File: src/rtl/nibble_serial_adder.sv
// ============================================================================
// Module      : nibble_serial_adder
// Description : WIDTH-bit adder that reuses one 4-bit ripple-carry slice over
//               WIDTH/4 cycles, with valid/ready handshakes on both sides.
//               Optional signed-overflow output enabled by OVF_DETECT_EN.
// Revision    : 1.0 - initial release
// ============================================================================
`default_nettype none

module rca4 (
    input  logic [3:0] a,
    input  logic [3:0] b,
    input  logic       cin,
    output logic [3:0] sum,
    output logic       cout
);
    logic [4:0] c;

    assign c[0] = cin;

    for (genvar i = 0; i < 4; i++) begin : g_fa
        assign sum[i]   = a[i] ^ b[i] ^ c[i];
        assign c[i + 1] = (a[i] & b[i]) | (c[i] & (a[i] ^ b[i]));
    end

    assign cout = c[4];
endmodule

module nibble_serial_adder #(
    parameter int WIDTH = 8
) (
    input  logic             clk,
    input  logic             rst_n,
    input  logic             in_valid,
    output logic             in_ready,
    input  logic [WIDTH-1:0] a,
    input  logic [WIDTH-1:0] b,
    input  logic             cin,
    output logic             out_valid,
    input  logic             out_ready,
    output logic [WIDTH-1:0] sum,
    output logic             cout
`ifdef OVF_DETECT_EN
    ,
    output logic             ovf
`endif
);
    localparam int NIB  = WIDTH / 4;
    localparam int IDXW = (NIB > 1) ? $clog2(NIB) : 1;
    localparam logic [IDXW-1:0] LAST_IDX = IDXW'(NIB - 1);

    typedef enum logic [1:0] {
        IDLE = 2'd0,
        BUSY = 2'd1,
        DONE = 2'd2
    } state_t;

    state_t            state;
    state_t            state_next;
    logic [WIDTH-1:0]  a_q;
    logic [WIDTH-1:0]  b_q;
    logic [WIDTH-1:0]  sum_q;
    logic              carry_q;
    logic [IDXW-1:0]   idx;
    logic [3:0]        a_nib;
    logic [3:0]        b_nib;
    logic [3:0]        slice_sum;
    logic              slice_cout;
    logic              accept;
    logic              last_nib;

    assign in_ready  = (state == IDLE);
    assign out_valid = (state == DONE);
    assign accept    = in_valid && (state == IDLE);
    assign last_nib  = (idx == LAST_IDX);

    // Operand nibble select; idx never exceeds NIB-1 so the default is unused.
    always_comb begin
        a_nib = 4'd0;
        b_nib = 4'd0;
        for (int i = 0; i < NIB; i++) begin
            if (idx == IDXW'(i)) begin
                a_nib = a_q[4*i +: 4];
                b_nib = b_q[4*i +: 4];
            end
        end
    end

    rca4 u_rca4 (
        .a    (a_nib),
        .b    (b_nib),
        .cin  (carry_q),
        .sum  (slice_sum),
        .cout (slice_cout)
    );

    always_ff @(posedge clk or negedge rst_n) begin
        if (!rst_n) begin
            state <= IDLE;
        end else begin
            state <= state_next;
        end
    end

    always_comb begin
        state_next = state;
        case (state)
            IDLE: if (in_valid)  state_next = BUSY;
            BUSY: if (last_nib)  state_next = DONE;
            DONE: if (out_ready) state_next = IDLE;
            default:             state_next = IDLE;
        endcase
    end

    always_ff @(posedge clk or negedge rst_n) begin
        if (!rst_n) begin
            a_q     <= '0;
            b_q     <= '0;
            sum_q   <= '0;
            carry_q <= 1'b0;
            idx     <= '0;
        end else if (accept) begin
            a_q     <= a;
            b_q     <= b;
            carry_q <= cin;
            sum_q   <= '0;
            idx     <= '0;
        end else if (state == BUSY) begin
            for (int i = 0; i < NIB; i++) begin
                if (idx == IDXW'(i)) begin
                    sum_q[4*i +: 4] <= slice_sum;
                end
            end
            carry_q <= slice_cout;
            if (!last_nib) begin
                idx <= idx + IDXW'(1);
            end
        end
    end

    // Results are only exposed in DONE so partial sums never leak out.
    assign sum  = out_valid ? sum_q   : '0;
    assign cout = out_valid ? carry_q : 1'b0;

`ifdef OVF_DETECT_EN
    logic ovf_q;

    // Evaluated on the MSB nibble, so slice_sum[3] is the final sum MSB.
    always_ff @(posedge clk or negedge rst_n) begin
        if (!rst_n) begin
            ovf_q <= 1'b0;
        end else if (accept) begin
            ovf_q <= 1'b0;
        end else if ((state == BUSY) && last_nib) begin
            ovf_q <= (a_q[WIDTH-1] == b_q[WIDTH-1]) && (slice_sum[3] != a_q[WIDTH-1]);
        end
    end

    assign ovf = out_valid ? ovf_q : 1'b0;
`endif

endmodule

`default_nettype wire
File: config.mk
export PLATFORM = sky130hd
export DESIGN_NAME = nibble_serial_adder
export DESIGN_NICKNAME = d
export VERILOG_FILES = /design/src/rtl/nibble_serial_adder.sv
export SDC_FILE = /design/constraint.sdc
export NUM_CORES = 1
export LEC_CHECK = 0
export CAP_MARGIN = 25
export CORE_UTILIZATION = 35
export CTS_BUF_LIST = sky130_fd_sc_hd__clkbuf_8
export DETAILED_ROUTE_END_ITERATION = 10
export PLACE_DENSITY_LB_ADDON = 0.3
export SLEW_MARGIN = 20
export SYNTH_ARGS = -nofsm -noshare
export SYNTH_HDL_FRONTEND = slang
export SYNTH_SLANG_ARGS = --single-unit
File: constraint.sdc
create_clock -name clk -period 7 [get_ports clk]
set_clock_uncertainty 0.2 [all_clocks]
set_input_delay 1.05 -clock clk [delete_from_list [all_inputs] [get_ports clk]]
set_output_delay 1.05 -clock clk [all_outputs]
set_load 0.1 [all_outputs]
=== Yosys cells after proc, flatten, opt, wreduce, memory -nomap -nowiden ===
Cells that the tools add are included.

* Register bits after elaboration: 28
* Input bits: 21
* Output and inout bits: 11
* Logic and storage cells: 58

* $add $sub $neg: 1
* Eq/ne operators: 6
* Muxes and demuxes: 17
* Bitwise gates (word level): 20
* Reduce and logical (&&, ||, !) cells: 7

{| class="wikitable"
|+ Operators with widths
! cell !! count
|-
| 8-bit two-way mux || 3
|-
| 4-bit two-way mux || 4
|-
| 1-bit AND || 8
|-
| 1-bit bitwise XOR || 8
|-
| 1-bit two-way mux || 6
|-
| 2-bit two-way mux || 3
|-
| 2-bit case mux with 3 select lines || 1
|-
| 2-bit by 1-bit != test with 1-bit output (second input constant) || 2
|-
| 2-bit != test (second input constant) || 2
|-
| 1-bit bitwise OR || 4
|-
| 2-bit AND reduction || 2
|-
| 2-bit nonzero test || 2
|-
| 3-bit AND reduction || 1
|-
| 2-bit by 1-bit equality test with 1-bit output (second input constant) || 1
|-
| 2-bit equality test (second input constant) || 1
|-
| 2-bit logical NOT || 1
|-
| 1-bit adder (second input constant) || 1
|-
| 1-bit logical AND || 1
|}

=== Logic depth before layout (Yosys ltp) ===
* Word-level depth: 12
* Mapped depth: 11
* Depth with buffers taken out: 9

=== By module ===
From an unflattened synthesis, not the netlist that was laid out.

* Cell total of the unflattened synthesis: 119
* Area total of the unflattened synthesis: 1478.9 µm²

{| class="wikitable"
|+ Modules (own cells, without submodules)
! module !! instances !! cells each !! area an instance (µm²) !! seq. area each (µm²)
|-
| nibble_serial_adder || 1 || 105 || 1361.3 || 700.7
|-
| rca4 || 1 || 14 || 117.6 || 0.0
|}

=== Worst setup path after synthesis ===
Ideal clock, no wire load.

* Path type: register -> output
* From: register state[1]
* To: output cout
* Data arrival time: 2826 ps
* Data required time: 5750 ps
* Slack: 2924 ps
* Cell stages (with the launch flop): 4
* Path buffers: 1
* Cells stage by stage: dfrtp_1 clkbuf_1 inv_1 nor3_1

* Word-level cells in the longest chain between the ends: 2

{| class="wikitable"
|+ Ends and longest elaborated chain
! element !! line !! text
|-
| from (decl) || 58 || <nowiki>state_t state;</nowiki>
|-
| from (signal assigned) || 101 || <nowiki>state <= state_next;</nowiki>
|-
| 2-bit equality test || 73 || <nowiki>assign out_valid = (state == DONE);</nowiki>
|-
| 1-bit two-way mux || 143 || <nowiki>assign cout = out_valid ? carry_q : 1'b0;</nowiki>
|-
| to (decl) || 42 || <nowiki>output logic cout</nowiki>
|}

Every way passes these cells.

=== Worst setup path after layout ===
* From: register state[0]
* To: output sum[4]

* Word-level cells in the longest chain between the ends: 2

{| class="wikitable"
|+ Ends and longest elaborated chain
! element !! line !! text
|-
| 2-bit equality test || 73 ||
|-
| 8-bit two-way mux || 142 || <nowiki>assign sum = out_valid ? sum_q : '0;</nowiki>
|-
| to (decl) || 41 || <nowiki>output logic [WIDTH-1:0] sum,</nowiki>
|}

Every way passes these cells.

==> summary.txt <==
Route
  – DR vias: 945
  – Antenna Nets Post-Route: 0
  – Highest routed layer: met4
  – Metal-1 WL: 1160 microns
  – Drt wl/cell: 13.9 microns
  – Routed Wire Length: 2590 microns
  – Drt via density: 5.05
  – DRT iter0 DRCs: 19
  – Met3 wire length: 83 microns
  – DR pass1 iterations: 4
  – Metal2 WL: 1340 microns
  – # DRC: 0

Critical path
  – WP data arrival: 2650 ps
  – Setup crit end kind: output pin
  – Family with the most delay on the worst path: buffers and inverters
  – Critical path origin: state[0]
  – Data required, critical path: 5750 ps
  – Worst-path cell chain: nor2b_1 > and2_1 > clkdlybuf4s50_1
  – CP startpoint kind: flop
  – Worst setup path category: flop to output pin
  – Slowest stage cell, crit path: clkdlybuf4s50_1
  – Max FO, Critical Path: 20
  – Critical path buffer and inverter count: 1
  – Largest stage delay, worst path: 1130 ps
  – Worst R2R Start: idx

Yosys
  – Mean Syn Cell Area: 12.9 sq um
  – Yosys synthesis warning count: 0
  – Commonest cells post-synth: dfrtp_1 (28), mux2_2 (20), and2_1 (9), a221o_1 (8), nor2b_1 (6)
  – Most used DFF post-synth: dfrtp_1
  – Synth cell types: 23
  – Sequential cell area fraction in the yosys report: 48.9%
  – Post-Syn Nets: 136
  – Post-synth ARST share: 100%
  – Area of the mapped netlist: 1430 sq um
  – Leading area contributor after synthesis: dfrtp_1
  – Synth Instances: 111
  – Synth top area cells: dfrtp_1 (49%), mux2_2 (16%), a221o_1 (5.6%)
  – Seq cells post-synth: 28
  – Post-synth top area share: 48.9%
  – Most common cell in the netlist: dfrtp_1
  – EDFF count, synth: 0

Floorplanning
  – Top-Level Pins: 32
  – Die height: 66.0 microns
  – Die W: 66.0 microns
  – Core ar.: 3800 sq um
  – Site Rows: 22
  – Die ar.: 4360 sq um
  – Starting Density: 37.7%

Final layout
  – Ant diodes: 0
  – Fin nets: 166
  – Area Growth Syn to Fin: 26.6%
  – Fraction of layout cells with a size suffix above 1: 18.7%
  – FILL cells: 346

Timing
  – Setup ws final: 3100 ps
  – Post-route minimum period: 3900 ps
  – Setup TNS: 0 ps
  – Final period util: 55.7%
  – Final-report max-slew violation count: 0
  – Worst Tran Pin Value: 970 ps
  – Worst slew margin: 35.1%
  – Max Clock Freq: 257 MHz
  – Final setup fails: 0
  – RSZ-0062 raised after global routing: false
  – Fin Hold WS: 310 ps
  – Final-report hold violation count: 0

Global route
  – GRT Total Usage: 14.2%
  – Initial antenna violation count: 0
  – Overflow after GRT: 0
  – Largest net degree at the start of global routing: 29
  – Global-route wire length before repair: 4690 microns
  – Number of global-route vias before repair: 1002

Placed design
  – Setup WS pre-CTS: 3380 ps
  – PortBufs: 31
  – RePlAce Congestion: 0.741
  – DP HPWL: 1930 microns

Job
  – Max Cap Viol: 0

CTS
  – Clk Tree Root Cell: clkbuf_8
  – Clk slew on worst S/H paths: 90 ps
  – Sink Count: 28
  – Post-CTS Resized: 0
  – Clock Latency Late Sink: 260 ps
  – H-tree depth: 1
  – Number of post-CTS setup repair buffers: 0
  – Number of hold buffers added after CTS: 0
  – CTS tree: done
  – CTS Buf Count: 3
  – Clk buf depth: 2

Worst hold path
  – Min-delay worst type: flop to flop
  – Hold_sp: a_q[6]

Pwr
  – Peak supply drop: 156 uV
  – Leakage: 0.792 nW
  – Power per cell area: 461 nW/um^2

Run status
  – Status: finished, final reports clean
## layout by cell type, fill, tap and decap left out
cell type        count
fa_1                 4
inv_1                4
o31ai_1              1
o21bai_2             1
nor3b_4              1
dfrtp_1             28
mux2i_1              4
o21a_1               1
a221o_1              8
nor2b_1              6
and3_1               4
nand3b_1             1
a22o_1               1
and2_1               9
a221oi_1             1
clkbuf_8             3
clkdlybuf4s50_1     31
and3b_1              5
nor2_1               3
nor3_1               1
buf_4                1
mux2_2              20
nand2b_1             1
## metrics by stage
stage	total power [W]	utilization [%]	cell area, sq um	cells
after detailed placement	0.000766	46.7	1770	184
after global placement	0.000751	46.7	1770	184
after CTS	0.000852	47.8	1820	187
final	0.000837	47.8	1820	187
after global routing	0.000926	47.8	1820	187
after floorplan	0.000657	-	1430	111
## kinds of logic (layout without fill, tap and decap cells)
logic type / after synthesis / in the layout / synth area share [%]
muxes: 24 / 24 / 18.5
and+or+nand+nor: 31 / 31 / 14.7
AOI/OAI and AO/OA: 13 / 13 / 8.64
adders and majority gates: 4 / 4 / 5.58
DFF: 28 / 28 / 48.9
buffers and inverters: 11 / 39 / 3.66
## metal layers
layer / track usage, % / up-vias
met2: 25.8 / 22
li1: - / 453
met1: 17.0 / 468
met3: 2.93 / 2
met4: 3.46 / 0
met5: 0 / -
## worst paths after layout
path	end	slack, ps	cells past startpoint
max	sum[4]	3100	3
min	a_q[6]	310	1
max reg2reg	sum_q[3]	3850	9
min reg2reg	a_q[6]	310	1
max in group asynchronous	a_q[2]	5370	2
min in group asynchronous	sum_q[2]	960	2
## worst register-to-register path, stage by stage, from the launching register on
cell     delay [ps]
dfrtp_1         770
mux2i_1         320
fa_1            200
inv_1            50
fa_1            380
fa_1            370
inv_1            80
fa_1            400
nor2_1          170
a221o_1         160
## state kept, by name, indices dropped and copies added, names as in the netlist
name / cells
a_q: 8
b_q: 8
sum_q: 8
state: 2
carry_q: 1
idx: 1
## where the power goes
part	internal [W]	total (W)	switching, W
Combinational	0.000212	0.000448	0.000236
Sequential	0.000235	0.000306	0.0000708
Clock	0.0000385	0.0000832	0.0000447
## layout make-up
class                   instances  area, sq um  share of cell area [%]
clock buffers                   3         41.3                    2.27
inverters                       4         15.0                   0.827
multi-input cells              72          681                    37.5
flip-flops and latches         28          701                    38.6
well taps                      48         60.1                    3.31
repair buffers                 32          318                    17.5
Power figures use the tool's default switching activity.
